==> src/rtl/restoring_divider_pkg.sv <==
// restoring_divider_pkg: FSM state encoding and counter sizing shared by the divider
package restoring_divider_pkg;
  typedef enum logic [1:0] {S_IDLE, S_CALC, S_DONE} state_e;
  function automatic int cnt_w(input int w);
    return (w > 2) ? $clog2(w) : 1;
  endfunction
endpackage

==> src/rtl/restoring_divider_subtractor.sv <==
// restoring_divider_subtractor: ripple-borrow subtractor built as a - b = a + ~b + 1
module full_adder (
  input  logic a_i,
  input  logic b_i,
  input  logic c_i,
  output logic s_o,
  output logic c_o
);
  assign s_o = a_i ^ b_i ^ c_i;
  assign c_o = (a_i & b_i) | (c_i & (a_i ^ b_i));
endmodule

module ripple_subtractor #(
  parameter int WIDTH = 9
) (
  input  logic [WIDTH-1:0] a_i,
  input  logic [WIDTH-1:0] b_i,
  output logic [WIDTH-1:0] diff_o,
  output logic             borrow_o
);
  logic [WIDTH:0] c;
  assign c[0] = 1'b1;
  for (genvar i = 0; i < WIDTH; i++) begin : g_fa
    full_adder u_fa (.a_i(a_i[i]), .b_i(~b_i[i]), .c_i(c[i]), .s_o(diff_o[i]), .c_o(c[i+1]));
  end
  assign borrow_o = ~c[WIDTH];
endmodule

==> src/rtl/restoring_divider.sv <==
// restoring_divider: multi-cycle unsigned divider, one quotient bit per cycle by trial subtraction
module restoring_divider
  import restoring_divider_pkg::*;
#(
  parameter int WIDTH = 8
) (
  input  logic             i_clk,
  input  logic             i_rst,
  input  logic             i_start,
  input  logic [WIDTH-1:0] i_dividend,
  input  logic [WIDTH-1:0] i_divisor,
  output logic             o_busy,
  output logic             o_done,
  output logic [WIDTH-1:0] o_quotient,
  output logic [WIDTH-1:0] o_remainder,
  output logic             o_div_by_zero
);
  localparam int CW = cnt_w(WIDTH);
  state_e           state_q;
  logic [CW-1:0]    cnt_q;
  logic [WIDTH-1:0] rem_q, quot_q, div_q, rem_d, quot_d;
  logic [WIDTH:0]   diff;
  logic             borrow, unused_msb;
  ripple_subtractor #(.WIDTH(WIDTH + 1)) u_sub (
    .a_i({rem_q, quot_q[WIDTH-1]}),
    .b_i({1'b0, div_q}),
    .diff_o(diff),
    .borrow_o(borrow)
  );
  // the partial remainder stays below the divisor, so the difference MSB carries no information
  assign unused_msb = diff[WIDTH];
  assign rem_d  = borrow ? {rem_q[WIDTH-2:0], quot_q[WIDTH-1]} : diff[WIDTH-1:0];
  assign quot_d = {quot_q[WIDTH-2:0], ~borrow};
  always_ff @(posedge i_clk) begin
    if (i_rst) begin
      state_q       <= S_IDLE;
      cnt_q         <= '0;
      rem_q         <= '0;
      quot_q        <= '0;
      div_q         <= '0;
      o_busy        <= 1'b0;
      o_done        <= 1'b0;
      o_quotient    <= '0;
      o_remainder   <= '0;
      o_div_by_zero <= 1'b0;
    end else begin
      case (state_q)
        S_IDLE: if (i_start) begin
          o_busy        <= 1'b1;
          o_div_by_zero <= (i_divisor == '0);
          div_q         <= i_divisor;
          rem_q         <= '0;
          quot_q        <= i_dividend;
          cnt_q         <= CW'(WIDTH - 1);
          if (i_divisor == '0) begin
            state_q     <= S_DONE;
            o_done      <= 1'b1;
            o_quotient  <= '1;
            o_remainder <= i_dividend;
          end else begin
            state_q     <= S_CALC;
          end
        end
        S_CALC: begin
          rem_q  <= rem_d;
          quot_q <= quot_d;
          cnt_q  <= (cnt_q == '0) ? '0 : cnt_q - 1'b1;
          if (cnt_q == '0) begin
            state_q     <= S_DONE;
            o_done      <= 1'b1;
            o_quotient  <= quot_d;
            o_remainder <= rem_d;
          end
        end
        S_DONE: begin
          state_q <= S_IDLE;
          o_done  <= 1'b0;
          o_busy  <= 1'b0;
        end
        default: state_q <= S_IDLE;
      endcase
    end
  end
endmodule

==> config.mk <==
export PLATFORM = sky130hd
export DESIGN_NAME = restoring_divider
export DESIGN_NICKNAME = d
export VERILOG_FILES = /design/src/rtl/restoring_divider_pkg.sv /design/src/rtl/restoring_divider_subtractor.sv /design/src/rtl/restoring_divider.sv
export SDC_FILE = /design/constraint.sdc
export NUM_CORES = 1
export LEC_CHECK = 0
export BUFFER_PORTS_ARGS = -buffer_cell sky130_fd_sc_hd__buf_2
export CORE_ASPECT_RATIO = 1.2
export CORE_UTILIZATION = 50
export CTS_CLUSTER_SIZE = 25
export DETAILED_ROUTE_END_ITERATION = 7
export HOLD_SLACK_MARGIN = 0.05
export PLACE_DENSITY = 0.84
export RECOVER_POWER = 25
export SKIP_CTS_REPAIR_TIMING = 1
export SLEW_MARGIN = 20
export SYNTH_ARGS = -nofsm -noshare
export SYNTH_HDL_FRONTEND = slang
export SYNTH_SLANG_ARGS = --single-unit
export TNS_END_PERCENT = 20
==> constraint.sdc <==
create_clock -name i_clk -period 4.1 [get_ports i_clk]
set_input_delay 0.205 -clock i_clk [delete_from_list [all_inputs] [get_ports i_clk]]
set_output_delay 0.205 -clock i_clk [all_outputs]
set_load 0.02 [all_outputs]
==> impl_metrics.yaml, run 1 <==
floorplan:
  core-area_sq_mm: 0.00426
  die_x_um: 62.7
  die_area_sq_mm: 0.00468
  rows: 26
  start_util_pct: 51.8
  die_h_um: 74.8
  boundaryPins: 38
yosys:
  synth_top_area_cell: "dfxtp_1"
  synth_common_cells: "55 x nand2_1, 48 x dfxtp_1, 28 x nor2_1"
  synth_edf_count: 0
  syn_avg_cell_area_sq_um: 8.55
  async_flop_share_pct: 0
  synth.area.top_cells: "dfxtp_1 44%, nand2_1 9.4%, fa_1 6.3%"
  ys.flop_type: "dfxtp_1"
  yosysWarnings: 0
  yosysUniqueCellTypes: 34
  postSynthRegisterBits: 48
  synth-seq-area-share_pct: 43.5
  synth_area_sq_mm: 0.00221
  synth_fp_nets: 287
  synth.most_common_cell: "nand2_1"
  yosys.area.top_type_share_pct: 43.5
  synth_cells: 258
detailed_routing:
  routed_wl_um: 4730
  ant_nets: 0
  vias: 1908
  dr.first_iter.drc_count: 120
  vias_per_cell: 5.51
  wl_per_cell_um: 13.7
  firstDrtPassIters: 4
  drt_drc_violations_left: 0
placement:
  place_inst: 336
  dp_slack_ns: -0.0639
  place_congestion: 0.793
  dpl.hpwl_um: 3280
  portBuffers: 37
min_path:
  min_path_type: "in2reg"
timing:
  fin_ws_ns: 0.177
  hold_viol: 0
  setup_violations: 0
  clock.fmax_mhz: 255
  post-route-period-util_pct: 95.7
  timing.slew.headroom_pct: 40.1
  clock_skew_ns: 0.00886
  period_minus_slack_ns: 3.92
  worstMarginPinSlew_ns: 0.899
  rsz0062_at_grt: "no"
  fin_hold_ws_ns: 0.151
  drv_slew: 0
setup_path:
  arrival_ns: 4.14
  cp-start-kind: "register"
  crit_chain: "inv_1, ha_1, fa_1, fa_1, fa_1, fa_1, inv_1, fa_2, fa_1, inv_1, fa_2, nand2b_4, mux2i_1, a211o_1, a21oi_1"
  slowest_stage: "fa_1"
  critPathKind: "reg2reg"
  critPathMaxStageDelay_ns: 0.43
  cp-end-kind: "register"
  cp_common_cell: "fa_1"
  critical_path_required_ns: 4.32
  path_max_fanout: 5
clock_network:
  clock_latency_ns: 0.31
  root_buffer: "clkbuf_8"
  cts.path.max_buffers: 2
  htreeDepth: 2
  cts_buffers: 5
  cts.clk_slew.worst_paths_ns: 0.08
  clkSinkCount: 48
  cts_tree: "yes"
finish:
  fin_cells: 346
  final_nets: 318
  drive_above_1_share_pct: 15.9
  syn_to_final_growth_pct: 14.5
  antennaDiodeCount: 0
global_route:
  gr-total-overflow: 0
  grt_pass1_vias: 1750
  grt_pass1_wl_um: 7760
  grt_max_degree: 47
  track_usage_pct: 21.5
  antenna_found_initial: 0
power_and_ir_drop:
  clockPowerShare_pct: 25.7
  leakage_nw: 0.937
  power.internal_uw: 781
  p_switching_uw: 391
  powerDensity_mw_per_mm2: 464
  seqPwrFrac_pct: 46.3
  vdd_drop_max_v: 0.000227
  switching_share_pct: 33.3
  comb_power_share_pct: 28.0
run:
  maxCapViolations: 0
status:
  outcome: "completed"
[registers in the layout, summed over array words and instances, names as in the netlist]
signal / cells
o_quotient: 8
rem_q: 8
o_div_by_zero: 1
quot_q: 8
cnt_q: 3
div_q: 8
o_busy: 1
o_remainder: 8
state_q: 2
o_done: 1
[logic make-up after synthesis]
logic type / synth area share (%)
AND/OR/NAND/NOR: 19.8
flip-flops: 43.5
multiplexers: 0.907
buffers and inverters: 6.18
adder cells (fa/ha/maj): 8.05
AO/OA/AOI/OAI: 21.5
[per-layer routing]
layer / vias to the layer above / routed length [um] / track usage (%)
met2: 58 / 2250 / 36.8
met4: 0 / 96 / 10.3
met3: 7 / 257 / 5.91
met5: - / 0 / 0
li1: 946 / - / -
met1: 897 / 2130 / 25.4
[per-stage QoR]
step           util [%]  power (mW)  instance area (sq um)  TNS [ns]
5_1_grt            59.3        1.24                   2530         0
3_5_place_dp       56.5       0.865                   2410    -0.157
3_3_place_gp       56.5       0.850                   2410         0
2_1_floorplan         -       0.777                   2210         0
6_report           59.3        1.17                   2530         0
4_1_cts            58.7        1.16                   2500    -0.167
[final timing paths]
check	endpoint	start	depth (start not counted)	slack, ns
setup / recovery	o_remainder[6]	quot_q[7]	15	0.18
hold / removal	div_q[2]	i_divisor[2]	3	0.15
setup reg to reg	o_remainder[6]	quot_q[7]	15	0.18
hold reg to reg	o_div_by_zero	o_div_by_zero	2	0.46
[power by group through the flow]
stage                     clock (mW)  sequential (mW)  combinational (mW)
after global routing           0.326            0.548               0.366
after detailed placement           0            0.553               0.312
after CTS                      0.302            0.542               0.311
after floorplan                    0            0.565               0.213
final                          0.301            0.543               0.328
after global placement             0            0.551               0.300
[placed cells by master (no fill, tap or decap), types with 5 or more instances in the layout]
cell type / Yosys / routed
nand2_1: 55 / 55
dfxtp_1: 48 / 48
nor2_1: 28 / 28
a21oi_1: 24 / 24
buf_2: 1 / 21
clkbuf_1: 12 / 16
inv_1: 14 / 14
a311oi_1: 13 / 12
o211ai_1: 6 / 6
clkbuf_8: 0 / 6
a211oi_2: 5 / 5
fa_1: 7 / 5
[final cells by class]
| cell class | count | area (sq um) |
|---|---|---|
| Multi-Input combinational cell | 179 | 1130 |
| Fill cell | 391 | 1730 |
| Sequential cell | 48 | 961 |
| Clock inverter | 2 | 15.0 |
| Timing Repair Buffer | 41 | 215 |
| Inverter | 14 | 52.6 |
| Tap cell | 56 | 70.1 |
| Clock buffer | 6 | 82.6 |
[critical path, delay by kind of cell (launching register included)]
family / cells / cell delay (ns)
fa+ha+maj: 8 / 2.61
compound gates: 2 / 0.47
flops: 1 / 0.35
buf+inv: 3 / 0.18
simple gates: 1 / 0.13
mux: 1 / 0.09
Power figures use the tool's default switching activity.
==> run 2, diff against run 1 <==
==> constraint.sdc (replaced) <==
create_clock -name i_clk -period 4.1 [get_ports i_clk]
set_input_delay 0.82 -clock i_clk [delete_from_list [all_inputs] [get_ports i_clk]]
set_output_delay 0.82 -clock i_clk [all_outputs]
set_load 0.02 [all_outputs]
==> run 2 against run 1 <==
Against the previous run: final cell count shrank 0.58%; critical endpoint is now o_remainder[4]; die area did not move; clock power shrank 11%.
==> impl_metrics.yaml, run 2 (synthesis gave the netlist of run 1 again) <==
timing:
  drv_slew: 0
  setup_violations: 0
  worstMarginPinSlew_ns: 1.02
  rsz0062_at_grt: "no"
  fin_hold_ws_ns: 0.458
  setup_tns_ns: 0
  fin_ws_ns: 0.234
  post-route-period-util_pct: 94.3
  timing.slew.headroom_pct: 31.8
  period_minus_slack_ns: 3.87
  clock_skew_ns: 0.00441
  clock.fmax_mhz: 259
  hold_viol: 0
global_route:
  grt_max_degree: 47
  gr-total-overflow: 0
  antenna_found_initial: 0
  grt_pass1_vias: 1767
  track_usage_pct: 21.0
  grt_pass1_wl_um: 7640
power_and_ir_drop:
  power.internal_uw: 756
  comb_power_share_pct: 28.3
  switching_share_pct: 33.1
  seqPwrFrac_pct: 48.0
  p_switching_uw: 373
  powerDensity_mw_per_mm2: 454
  vdd_drop_max_v: 0.000163
  clockPowerShare_pct: 23.7
  leakage_nw: 0.926
setup_path:
  crit_buf_inv: 4
  cp_top_family: "adder cells"
  critPathMaxStageDelay_ns: 0.43
  path_max_fanout: 12
  critical_path_required_ns: 4.31
  cp_common_cell: "fa_2"
  cp-start-kind: "register"
  critPathKind: "reg2reg"
  slowest_stage: "fa_1"
  crit_chain: "inv_1, ha_1, fa_2, fa_2, fa_1, fa_1, inv_1, fa_2, fa_1, inv_1, fa_2, nand2b_4, buf_12, o211ai_1, a311oi_1"
  cp-end-kind: "register"
  arrival_ns: 4.07
detailed_routing:
  routed_wl_um: 4630
  vias_per_cell: 5.43
  ant_nets: 0
  vias: 1867
  firstDrtPassIters: 4
  dr.first_iter.drc_count: 147
  drt_drc_violations_left: 0
  wl_per_cell_um: 13.5
clock_network:
  cts_buffers: 5
  root_buffer: "clkbuf_8"
  cts.clk_slew.worst_paths_ns: 0.08
  clock_latency_ns: 0.30
  cts.path.max_buffers: 2
  htreeDepth: 2
  cts_tree: "yes"
  clkSinkCount: 48
min_path:
  min_path_type: "reg2reg"
placement:
  place_congestion: 0.787
  dp_slack_ns: -0.0703
  dpl.hpwl_um: 3250
  portBuffers: 37
finish:
  antennaDiodeCount: 0
  drive_above_1_share_pct: 14.9
  final_cell_mix: "55 x nand2_1, 48 x dfxtp_1, 28 x nor2_1"
  final_nets: 317
  syn_to_final_growth_pct: 12.8
  layout_commonest_cell: "nand2_1"
  final_util_pct: 58.4
  fill_cells: 402
floorplan:
  boundaryPins: 38
  start_util_pct: 51.8
  die_area_sq_mm: 0.00468
  die_x_um: 62.7
  core-area_sq_mm: 0.00426
  rows: 26
  die_h_um: 74.8
run:
  maxCapViolations: 0
status:
  outcome: "completed"
run 2: worst register-to-register path, cell delays in order (launching register included):
cell	delay (ns)
dfxtp_1	0.35
inv_1	0.05
ha_1	0.20
fa_2	0.37
fa_2	0.37
fa_1	0.43
fa_1	0.41
inv_1	0.09
fa_2	0.21
fa_1	0.16
inv_1	0.05
fa_2	0.39
nand2b_4	0.13
buf_12	0.13
o211ai_1	0.11
a311oi_1	0.33
run 2: metal layers:
metal	wire (um)	vias to the layer above	part of all wire, %	GRT usage, %
met4	105	0	2.3	11.1
met2	2280	49	49	38.4
met5	0	-	0	0
li1	-	948	-	-
met1	2020	862	44	23.5
met3	231	8	5.0	4.24
run 2: path summary, 6_finish.rpt:
check / from / to / slack [ns] / cells past startpoint
worst max-delay path: quot_q[7] / o_remainder[4] / 0.23 / 15
worst min-delay path: o_div_by_zero / o_div_by_zero / 0.46 / 2
worst max register to register: quot_q[7] / o_remainder[4] / 0.23 / 15
worst min register to register: o_div_by_zero / o_div_by_zero / 0.46 / 2
run 2: power groups by stage:
| stage | Sequential [mW] | Clock (mW) | Combinational [mW] |
|---|---|---|---|
| 3_3_place_gp | 0.551 | 0 | 0.301 |
| 3_5_place_dp | 0.552 | 0 | 0.313 |
| 6_report | 0.542 | 0.268 | 0.319 |
| 4_1_cts | 0.542 | 0.272 | 0.314 |
| 5_1_grt | 0.548 | 0.284 | 0.357 |
| 2_1_floorplan | 0.565 | 0 | 0.213 |
run 2: layout make-up:
type	count	area (sq um)	share of cell area, %
Sequential cell	48	961	38.6
Tap cell	56	70.1	2.82
Timing Repair Buffer	40	200	8.04
Inverter	14	52.6	2.11
Clock buffer	6	72.6	2.92
Multi-Input combinational cell	179	1130	45.3
Clock inverter	1	5.00	0.201
run 2: metrics by stage:
step | std cells | total power, mW | area (sq um)
finish | 344 | 1.13 | 2490
global placement | 337 | 0.852 | 2410
floorplan | 258 | 0.777 | 2210
detailed placement | 337 | 0.865 | 2410
global route | 344 | 1.19 | 2490
CTS | 344 | 1.13 | 2490
